--- src/rtl/rv64g_pkg.sv ---
// RV64G decode types shared by the decoder, the decode queue and issue.
// Holds the decoded record, the funct encoding and the queue entry.
package rv64g_pkg;

  localparam int XLEN = 64;

  localparam logic [6:0] OPC_LOAD     = 7'b0000011;
  localparam logic [6:0] OPC_MISC_MEM = 7'b0001111;
  localparam logic [6:0] OPC_OP_IMM   = 7'b0010011;
  localparam logic [6:0] OPC_AUIPC    = 7'b0010111;
  localparam logic [6:0] OPC_OP_IMM32 = 7'b0011011;
  localparam logic [6:0] OPC_STORE    = 7'b0100011;
  localparam logic [6:0] OPC_OP       = 7'b0110011;
  localparam logic [6:0] OPC_LUI      = 7'b0110111;
  localparam logic [6:0] OPC_OP32     = 7'b0111011;
  localparam logic [6:0] OPC_BRANCH   = 7'b1100011;
  localparam logic [6:0] OPC_JALR     = 7'b1100111;
  localparam logic [6:0] OPC_JAL      = 7'b1101111;
  localparam logic [6:0] OPC_SYSTEM   = 7'b1110011;

  typedef enum logic [5:0] {
    INVALID = 6'd0,
    ADD, SUB, SLL, SLT, SLTU, XOR, SRL, SRA, OR, AND,
    ADDW, SUBW, SLLW, SRLW, SRAW,
    LUI, AUIPC, JAL, JALR,
    BEQ, BNE, BLT, BGE, BLTU, BGEU,
    LOAD, STORE, FENCE, ECALL, EBREAK
  } funct_t;

  typedef struct packed {
    funct_t      funct;
    logic [4:0]  rd;
    logic [4:0]  rs1;
    logic [4:0]  rs2;
    logic [2:0]  width;
    logic        use_imm;
    logic [31:0] imm;
  } decoded_instr_t;

  typedef struct packed {
    decoded_instr_t    cmd;
    logic [XLEN-1:0]   pc;
    logic              illegal;
  } dq_entry_t;

endpackage

--- src/rtl/instruction_decoder.sv ---
// Single-lane combinational RV64 integer decoder.
// Unknown encodings come out with funct == INVALID.
module instruction_decoder
  import rv64g_pkg::*;
(
  input  logic [31:0]    instr_i,
  output decoded_instr_t cmd_o
);

  logic [6:0]  opc;
  logic [2:0]  f3;
  logic [6:0]  f7;
  logic [5:0]  f6;
  logic [31:0] imm_i;
  logic [31:0] imm_s;
  logic [31:0] imm_b;
  logic [31:0] imm_u;
  logic [31:0] imm_j;

  assign opc = instr_i[6:0];
  assign f3  = instr_i[14:12];
  assign f7  = instr_i[31:25];
  assign f6  = instr_i[31:26];

  assign imm_i = {{20{instr_i[31]}}, instr_i[31:20]};
  assign imm_s = {{20{instr_i[31]}}, instr_i[31:25],
                  instr_i[11:7]};
  assign imm_b = {{19{instr_i[31]}}, instr_i[31], instr_i[7],
                  instr_i[30:25], instr_i[11:8], 1'b0};
  assign imm_u = {instr_i[31:12], 12'b0};
  assign imm_j = {{11{instr_i[31]}}, instr_i[31],
                  instr_i[19:12], instr_i[20],
                  instr_i[30:21], 1'b0};

  always_comb begin
    cmd_o         = '0;
    cmd_o.funct   = INVALID;
    cmd_o.rd      = instr_i[11:7];
    cmd_o.rs1     = instr_i[19:15];
    cmd_o.rs2     = instr_i[24:20];
    cmd_o.width   = f3;
    unique case (1'b1)
      opc == OPC_OP: begin
        if (f7 == 7'h00) begin
          case (f3)
            3'd0: cmd_o.funct = ADD;
            3'd1: cmd_o.funct = SLL;
            3'd2: cmd_o.funct = SLT;
            3'd3: cmd_o.funct = SLTU;
            3'd4: cmd_o.funct = XOR;
            3'd5: cmd_o.funct = SRL;
            3'd6: cmd_o.funct = OR;
            default: cmd_o.funct = AND;
          endcase
        end else if (f7 == 7'h20) begin
          case (f3)
            3'd0: cmd_o.funct = SUB;
            3'd5: cmd_o.funct = SRA;
            default: cmd_o.funct = INVALID;
          endcase
        end
      end
      opc == OPC_OP_IMM: begin
        cmd_o.rs2     = '0;
        cmd_o.use_imm = 1'b1;
        cmd_o.imm     = imm_i;
        case (f3)
          3'd0: cmd_o.funct = ADD;
          3'd1: cmd_o.funct = (f6 == 6'h00) ? SLL : INVALID;
          3'd2: cmd_o.funct = SLT;
          3'd3: cmd_o.funct = SLTU;
          3'd4: cmd_o.funct = XOR;
          3'd5: cmd_o.funct = (f6 == 6'h00) ? SRL :
                              (f6 == 6'h10) ? SRA : INVALID;
          3'd6: cmd_o.funct = OR;
          default: cmd_o.funct = AND;
        endcase
      end
      opc == OPC_OP32: begin
        if (f7 == 7'h00) begin
          case (f3)
            3'd0: cmd_o.funct = ADDW;
            3'd1: cmd_o.funct = SLLW;
            3'd5: cmd_o.funct = SRLW;
            default: cmd_o.funct = INVALID;
          endcase
        end else if (f7 == 7'h20) begin
          case (f3)
            3'd0: cmd_o.funct = SUBW;
            3'd5: cmd_o.funct = SRAW;
            default: cmd_o.funct = INVALID;
          endcase
        end
      end
      opc == OPC_OP_IMM32: begin
        cmd_o.rs2     = '0;
        cmd_o.use_imm = 1'b1;
        cmd_o.imm     = imm_i;
        case (f3)
          3'd0: cmd_o.funct = ADDW;
          3'd1: cmd_o.funct = (f7 == 7'h00) ? SLLW : INVALID;
          3'd5: cmd_o.funct = (f7 == 7'h00) ? SRLW :
                              (f7 == 7'h20) ? SRAW : INVALID;
          default: cmd_o.funct = INVALID;
        endcase
      end
      opc == OPC_LUI: begin
        cmd_o.funct   = LUI;
        cmd_o.rs1     = '0;
        cmd_o.rs2     = '0;
        cmd_o.use_imm = 1'b1;
        cmd_o.imm     = imm_u;
      end
      opc == OPC_AUIPC: begin
        cmd_o.funct   = AUIPC;
        cmd_o.rs1     = '0;
        cmd_o.rs2     = '0;
        cmd_o.use_imm = 1'b1;
        cmd_o.imm     = imm_u;
      end
      opc == OPC_JAL: begin
        cmd_o.funct = JAL;
        cmd_o.rs1   = '0;
        cmd_o.rs2   = '0;
        cmd_o.imm   = imm_j;
      end
      opc == OPC_JALR: begin
        cmd_o.funct   = (f3 == 3'd0) ? JALR : INVALID;
        cmd_o.rs2     = '0;
        cmd_o.use_imm = 1'b1;
        cmd_o.imm     = imm_i;
      end
      opc == OPC_BRANCH: begin
        cmd_o.rd  = '0;
        cmd_o.imm = imm_b;
        case (f3)
          3'd0: cmd_o.funct = BEQ;
          3'd1: cmd_o.funct = BNE;
          3'd4: cmd_o.funct = BLT;
          3'd5: cmd_o.funct = BGE;
          3'd6: cmd_o.funct = BLTU;
          3'd7: cmd_o.funct = BGEU;
          default: cmd_o.funct = INVALID;
        endcase
      end
      opc == OPC_LOAD: begin
        cmd_o.funct   = (f3 == 3'd7) ? INVALID : LOAD;
        cmd_o.rs2     = '0;
        cmd_o.use_imm = 1'b1;
        cmd_o.imm     = imm_i;
      end
      opc == OPC_STORE: begin
        cmd_o.funct   = f3[2] ? INVALID : STORE;
        cmd_o.rd      = '0;
        cmd_o.use_imm = 1'b1;
        cmd_o.imm     = imm_s;
      end
      opc == OPC_MISC_MEM: begin
        cmd_o.funct = (f3[2:1] == 2'b00) ? FENCE : INVALID;
      end
      opc == OPC_SYSTEM: begin
        if (instr_i == 32'h0000_0073)
          cmd_o.funct = ECALL;
        else if (instr_i == 32'h0010_0073)
          cmd_o.funct = EBREAK;
      end
      default: ;
    endcase
  end

endmodule

--- src/rtl/decode_queue.sv ---
// Multi-lane fetch decode into an in-order circular queue.
// Accepts a full packet per cycle, issues one record per cycle.
module decode_queue #(
  parameter int FETCH_WIDTH = 2,
  parameter int DEPTH       = 8,
  parameter int XLEN        = 64
) (
  input  logic                             clk_i,
  input  logic                             rst_i,
  input  logic                             flush_i,
  input  logic                             fetch_valid_i,
  output logic                             fetch_ready_o,
  input  logic [FETCH_WIDTH-1:0][31:0]     fetch_code_i,
  input  logic [FETCH_WIDTH-1:0]           fetch_mask_i,
  input  logic [XLEN-1:0]                  fetch_pc_i,
  output logic                             dec_valid_o,
  input  logic                             dec_ready_i,
  output rv64g_pkg::decoded_instr_t        dec_cmd_o,
  output logic [XLEN-1:0]                  dec_pc_o,
  output logic                             dec_illegal_o,
  output logic [$clog2(DEPTH+1)-1:0]       count_o
);

  import rv64g_pkg::*;

  localparam int PTRW = $clog2(DEPTH);
  localparam int CNTW = $clog2(DEPTH+1);
  localparam int EPCW = rv64g_pkg::XLEN;

  logic [PTRW-1:0] head_q, head_d;
  logic [PTRW-1:0] tail_q, tail_d;
  logic [CNTW-1:0] count_q, count_d;

  dq_entry_t       mem_q   [DEPTH];
  dq_entry_t       lane_ent[FETCH_WIDTH];
  decoded_instr_t  lane_cmd[FETCH_WIDTH];
  logic [PTRW-1:0] wr_idx  [FETCH_WIDTH];
  logic [CNTW-1:0] push_cnt;
  logic [CNTW:0]   free_slots;
  logic            push;
  logic            pop;
  dq_entry_t       head_ent;

  for (genvar k = 0; k < FETCH_WIDTH; k++) begin : g_lane
    logic [XLEN-1:0] lane_pc;
    instruction_decoder u_dec (
      .instr_i (fetch_code_i[k]),
      .cmd_o   (lane_cmd[k])
    );
    assign lane_pc     = fetch_pc_i + (XLEN'(k) << 2);
    assign lane_ent[k] = '{
      cmd:     lane_cmd[k],
      pc:      EPCW'(lane_pc),
      illegal: (lane_cmd[k].funct == INVALID)
    };
  end

  // Prefix sum of the mask packs enabled lanes onto consecutive slots.
  always_comb begin
    push_cnt = '0;
    for (int k = 0; k < FETCH_WIDTH; k++) begin
      wr_idx[k] = tail_q + push_cnt[PTRW-1:0];
      push_cnt  = push_cnt + CNTW'(fetch_mask_i[k]);
    end
  end

  assign free_slots    = (CNTW+1)'(DEPTH) - {1'b0, count_q};
  assign fetch_ready_o = free_slots >= (CNTW+1)'(FETCH_WIDTH);
  assign dec_valid_o   = (count_q != '0);
  assign push = fetch_valid_i & fetch_ready_o & ~flush_i;
  assign pop  = dec_valid_o & dec_ready_i;

  always_comb begin
    head_d  = head_q;
    tail_d  = tail_q;
    count_d = count_q;
    if (flush_i) begin
      head_d  = '0;
      tail_d  = '0;
      count_d = '0;
    end else begin
      if (push)
        tail_d = tail_q + PTRW'(push_cnt);
      if (pop)
        head_d = head_q + PTRW'(1);
      count_d = count_q
              + (push ? push_cnt : '0)
              - CNTW'(pop);
    end
  end

  always_ff @(posedge clk_i) begin
    if (rst_i) begin
      head_q  <= '0;
      tail_q  <= '0;
      count_q <= '0;
    end else begin
      head_q  <= head_d;
      tail_q  <= tail_d;
      count_q <= count_d;
    end
  end

  always_ff @(posedge clk_i) begin
    if (push && !rst_i) begin
      for (int k = 0; k < FETCH_WIDTH; k++) begin
        if (fetch_mask_i[k])
          mem_q[wr_idx[k]] <= lane_ent[k];
      end
    end
  end

  assign head_ent      = mem_q[head_q];
  assign dec_cmd_o     = dec_valid_o ? head_ent.cmd : '0;
  assign dec_pc_o      = dec_valid_o ? XLEN'(head_ent.pc) : '0;
  assign dec_illegal_o = dec_valid_o & head_ent.illegal;
  assign count_o       = count_q;

endmodule

--- config.mk ---
export PLATFORM = sky130hd
export DESIGN_NAME = decode_queue
export DESIGN_NICKNAME = d
export VERILOG_FILES = /design/src/rtl/rv64g_pkg.sv /design/src/rtl/instruction_decoder.sv /design/src/rtl/decode_queue.sv
export SDC_FILE = /design/constraint.sdc
export NUM_CORES = 2
export LEC_CHECK = 0
export BUFFER_PORTS_ARGS = -buffer_cell sky130_fd_sc_hd__buf_2
export CORE_AREA = 2 2 280 489
export CTS_CLUSTER_DIAMETER = 60
export CTS_CLUSTER_SIZE = 24
export DETAILED_ROUTE_END_ITERATION = 10
export DIE_AREA = 0 0 282 491
export GPL_TIMING_DRIVEN = 1
export PLACE_DENSITY = 0.53
export SYNTH_ARGS = -nofsm -noshare
export SYNTH_HDL_FRONTEND = slang
export SYNTH_SLANG_ARGS = --single-unit
--- constraint.sdc ---
create_clock -name clk_i -period 11.9 [get_ports clk_i]
set_clock_uncertainty 0.1 [all_clocks]
set_input_delay 0.595 -clock clk_i [delete_from_list [all_inputs] [get_ports clk_i]]
set_output_delay 0.595 -clock clk_i [all_outputs]
set_load 0.03 [all_outputs]
# Word level (Yosys, flattened, before mapping)
# Memory sizes are Yosys's and may differ from the RTL's. A register that Yosys moved wholly into a read port is not among the register bits.
# Index checks and enable logic that the tools add are counted.
[totals]
mem_bits_rw = 976
reg_bits = 10
mem_count = 1
word_cells = 161
out_inout_bits = 128
[op_classes]
bitwise = 5
n_eq_ne = 48
addsub = 8
n_mux = 69
reduce_logical = 26
magnitude_cmp = 1
[memory_table]
columns = ["memory", "depth", "word_bits", "rd", "rd_ports_with_merged_regs", "write_ports", "line_no", "text"]
rows = [
  ["mem_q", 8, 122, 1, 1, 2, "decode_queue.sv:34", "dq_entry_t mem_q [DEPTH];"],
]
[op_table]
columns = ["op", "n"]
rows = [
  ["$pmux W32 S5", 2],
  ["$pmux W6 S13", 2],
  ["$mux W6", 14],
  ["$pmux W6 S7", 2],
  ["$mux W5", 16],
  ["$eq A7 B6 Y1 const B", 10],
  ["$add A64 B3 Y64 const B", 1],
  ["$eq A32 B21 Y1 const B", 2],
  ["$eq A32 B7 Y1 const B", 2],
  ["$mux W64", 1],
  ["$pmux W5 S6", 2],
  ["$mux W57", 1],
  ["$eq A7 B7 Y1 const B", 8],
  ["$pmux W4 S7", 2],
  ["$eq A7 B5 Y1 const B", 6],
  ["$pmux W6 S3", 2],
  ["$pmux W4 S2", 4],
  ["$reduce_or A7 Y1", 4],
  ["$eq A3 B3 Y1 const B", 8],
  ["$logic_not A6 Y1", 4],
  ["$mux W4", 6],
  ["$pmux W4 S3", 2],
  ["$eq A7 B2 Y1 const B", 2],
  ["$eq A7 B4 Y1 const B", 2],
  ["other kinds (25)", 52],
]

# Longest topological paths before layout
[depth]
word_depth = 7
depth_mapped = 15

# Modules after synthesis
# From an unflattened synthesis, not the netlist that was laid out.
[unflattened]
hier_cells = 5100
area_unflattened_um2 = 55804.8
[by_module_without_submodules]
columns = ["mod", "instances", "cells_per_inst", "seq_area_each_um2", "area_per_inst_um2"]
rows = [
  ["decode_queue", 1, 4642, 29568.4, 52756.8],
  ["instruction_decoder", 2, 229, 0.0, 1524.0],
]

# Worst setup path before layout
# Ideal clock, no wire load.
[synth_path]
path_kind = "register to register"
start = "register count_q[2] (netlist: count_o[2])"
end = "memory mem_q[0][0] (netlist bit) (enable)"
path_buffers = 0
setup_time_ps = 780
setup_slack_ps = 80
path_stages_with_launch = 9
arrival_time_ps = 10940
period_less_slack_ps = 11820
required_time_ps = 11020
path_cell_list = "dfxtp_1 -> inv_1 -> ha_1 -> nand4bb_1 -> a21oi_1 -> o21ai_1 -> and2_1 -> nand4b_1 -> o31ai_1"
[synth_rtl]
columns = ["item", "line_no", "text"]
rows = [
  ["from (decl)", "decode_queue.sv:32", "logic [CNTW-1:0] count_q, count_d;"],
  ["from (signal assigned)", "decode_queue.sv:100", "count_q <= count_d;"],
  ["to (decl)", "decode_queue.sv:34", ""],
]

==> results by group <==
Status
  – Status: finished, final reports clean

Layout
  – Fraction of layout cells with a size suffix above 1: 0.167
  – Final non-filler cell area: 56800 um2
  – Fillers: 12600
  – Area grow syn2layout: 9.19%
  – Nets: 4511

Timing
  – Final setup vio count: 0
  – Final worst path period share: 0.445
  – Setup TNS: 0 ns
  – Final Hold Vio Count: 0
  – Worst slew margin: 0.0935
  – FMAX: 189 MHz
  – Period minus WS final: 5.30 ns
  – RSZ-0062 raised after global routing: false
  – Worst Tran Pin Value: 1.36 ns
  – Slew Limit Fails: 0

Placed design
  – Area of placed instances: 54800 um2
  – IO Port Bufs: 261
  – Placer congestion estimate: 0.932
  – Dpl hpwl: 104000 um

Clock network
  – Post-CTS Setup Repair Bufs: 0
  – Total CTS buffers: 58
  – Worst-Skew Late Latency: 0.70 ns
  – PostCTS Resize Cnt: 0
  – CTS Root Cell: clkbuf_16
  – Hold bufs inserted after CTS: 0
  – Htree depth: 2
  – Clk pin slew, worst setup/hold paths: 0.10 ns
  – Clock sinks: 981
  – CTS max path bufs: 3
  – CTS tree: yes

Setup path
  – WS Path Type: reg -> out
  – Worst EP arrival: 4.60 ns
  – CP cell instances: buf_4, buf_4, mux4_2, mux2i_1, nor2_1, buf_2
  – Buffers and inverters on the worst path: 3
  – WP data required: 11.21 ns
  – Largest delay contributor family on the critical path: buffers and inverters
  – Largest driver fanout on the critical path: 40
  – CP endpoint kind: output port
  – CP max stage delay: 0.96 ns
  – Crit-path most repeated cell: buf_4
  – CP max-delay cell: dfxtp_4
  – CP startpoint kind: register

Floorplanning
  – Starting density of the core: 0.387
  – Core Rows: 178
  – Die height: 491 um
  – Die Area: 138000 um2
  – Die width: 282 um
  – Core area: 134000 um2
  – Io pins: 263

Synth
  – FFs w/ async S/R, synth: 0
  – Yosys warning count: 0
  – Top_reg_cell synth: edfxtp_1
  – Post-Synth Simple-Gate Area: 0.123
  – Xor and xnor fraction of the mapped netlist area: 0.0803
  – Synth cell types: 83
  – Syn nets: 4501
  – Multiplexer area fraction after synthesis: 0.133
  – #FFs+latches synth: 981
  – Synthesized area: 52000 um2
  – Post-synthesis adder-cell area fraction: 0.00577
  – Cells after synthesis: 4344
  – Post-synthesis sequential area ratio: 0.564
  – Largest family of logic cells by synthesized area: multiplexers
  – Area fraction in compound gates after synthesis: 0.0620
  – Post-synth EDFFs: 968
  – Syn_area_per_cell: 12.0 um2

Route
  – Final wirelength: 175000 um
  – Iteration-0 DRC Markers: 3250
  – Drc violations: 0
  – Vias/cell: 5.65
  – Final ANT Viol Nets: 0
  – First-pass DRT Iterations: 6
  – Wire length per cell: 28.3 um
  – Vias: 35000

Global route
  – Total grt overflow: 0
  – Largest net degree at the start of global routing: 115
  – First-pass GRT wire length: 252000 um
  – Initial antenna violation count: 12
  – Tot GR Track Use: 0.252
  – Number of global-route vias before repair: 35800

Power and ir drop
  – VDD IR max: 0.156 mV
  – Leak pwr: 18.2 nW
  – Cell Pwr Density: 141 nW/um2

Job
  – Max-Cap Viols: 0

Min path
  – Hold WC Path Type: in -> reg
metrics by stage:
stage,instances,util,setup slack [ns],hold WS [ns],power [mW]
after floorplan,4344,-,0.0803,0.385,5.16
after global placement,6094,0.408,6.96,0.406,5.80
after detailed placement,6094,0.408,6.95,0.426,5.81
after CTS,6194,0.423,6.44,0.0307,8.09
after global routing,6196,0.423,6.28,0.0529,8.27
final,6199,0.423,6.60,0.0819,8.02
placed cells by master (no fill, tap or decap), drive strengths merged, types with 5 or more instances in the layout:
master    n
clkbuf   62
o31ai     5
a21boi   11
a21o     22
inv      43
a21oi   258
diode     5
nor4b     5
and4      5
nand2   477
or2       9
or3       7
and2     21
or4       9
nand3   129
xnor2   234
ha       20
nor3b     6
nor3     29
dfxtp    13
a22o      5
nor2b    13
o22ai    12
nand4    20
nand3b    7
edfxtp  968
xor2    243
and3     19
nor4     20
o21ai   236
nor2    669
mux2i   148
a22oi     5
buf     331
nand2b   10
clkinv   18
and3b     5
mux4    242
synthesized netlist by cell type (all sizes together) (6+ instances only):
| cell | instances | area (um2) |
|---|---|---|
| mux2i | 148 | 1480 |
| mux4 | 242 | 5450 |
| buf | 120 | 568 |
| and3 | 19 | 119 |
| a21o | 22 | 165 |
| o21ai | 236 | 1180 |
| xnor2 | 234 | 2050 |
| inv | 27 | 101 |
| dfxtp | 13 | 260 |
| nor2b | 13 | 81.3 |
| ha | 20 | 250 |
| or4 | 9 | 75.1 |
| o22ai | 12 | 75.1 |
| edfxtp | 968 | 29100 |
| nand2 | 477 | 1790 |
| or2 | 9 | 56.3 |
| nor3 | 29 | 160 |
| nand4 | 20 | 125 |
| nand2b | 10 | 62.6 |
| nor3b | 6 | 50.1 |
| or3 | 7 | 43.8 |
| nor4 | 20 | 153 |
| a21oi | 258 | 1290 |
| clkbuf | 261 | 986 |
| nand3b | 7 | 52.6 |
| nand3 | 129 | 668 |
| a21boi | 11 | 82.6 |
| xor2 | 243 | 2130 |
| nor2 | 669 | 2540 |
| and2 | 21 | 131 |
logic make-up (layout without fill, tap and decap cells):
logic type	Yosys count	count (layout)
fa+ha+maj	23	23
mux	390	390
flops	981	981
other cells	1	6
compound gates	590	590
xor+xnor	477	477
simple gates	1474	1474
buf+inv	408	458
layout make-up:
class	instances	area [um2]	share of cell area
antenna	5	12.5	0.000220
clock buffer	62	1490	0.0262
clock inverter	38	444	0.00782
inverter	27	101	0.00178
multi-input combinational	2955	21200	0.374
sequential	981	29300	0.517
tap	1800	2250	0.0397
timing repair buffer	331	1910	0.0336
worst reg2reg max path, delay by kind of cell, from the launching register on:
kind	cells	cell delay (ns)
adder cells (fa/ha/maj)	1	0.23
buffers and inverters	3	1.44
flip-flops	1	0.41
AO/OA/AOI/OAI	3	0.98
AND/OR/NAND/NOR	3	1.35
layer usage:
layer | vias to the layer above | wire (um) | global-route usage
met2 | 1318 | 92900 | 0.464
met3 | 282 | 9420 | 0.0271
li1 | 15600 | - | -
met5 | - | 82 | 0
met1 | 17800 | 65900 | 0.297
met4 | 12 | 7000 | 0.0934
final timing paths:
| path | from | to | slack [ns] | cells past startpoint |
|---|---|---|---|---|
| worst max-delay path | register | dec_cmd_o[11] | 6.60 | 6 |
| worst min register to register | head_q[2] | head_q[2] | 0.44 | 2 |
| worst max register to register | count_o[0] | mem_q[5][78] | 6.98 | 10 |
| worst min-delay path | fetch_pc_i[1] | mem_q[6][2] | 0.08 | 1 |
power breakdown:
part           switching [mW]  internal (mW)
registers              0.0318           3.84
clock network            1.32           1.00
logic                    1.29          0.533
sequential cells by signal (all words and copies together) (netlist names), named ones only:
register / count
mem_q: 968
count_o: 4
tail_q: 3
head_q: 3
No activity file was read; power rests on OpenSTA's default activity.
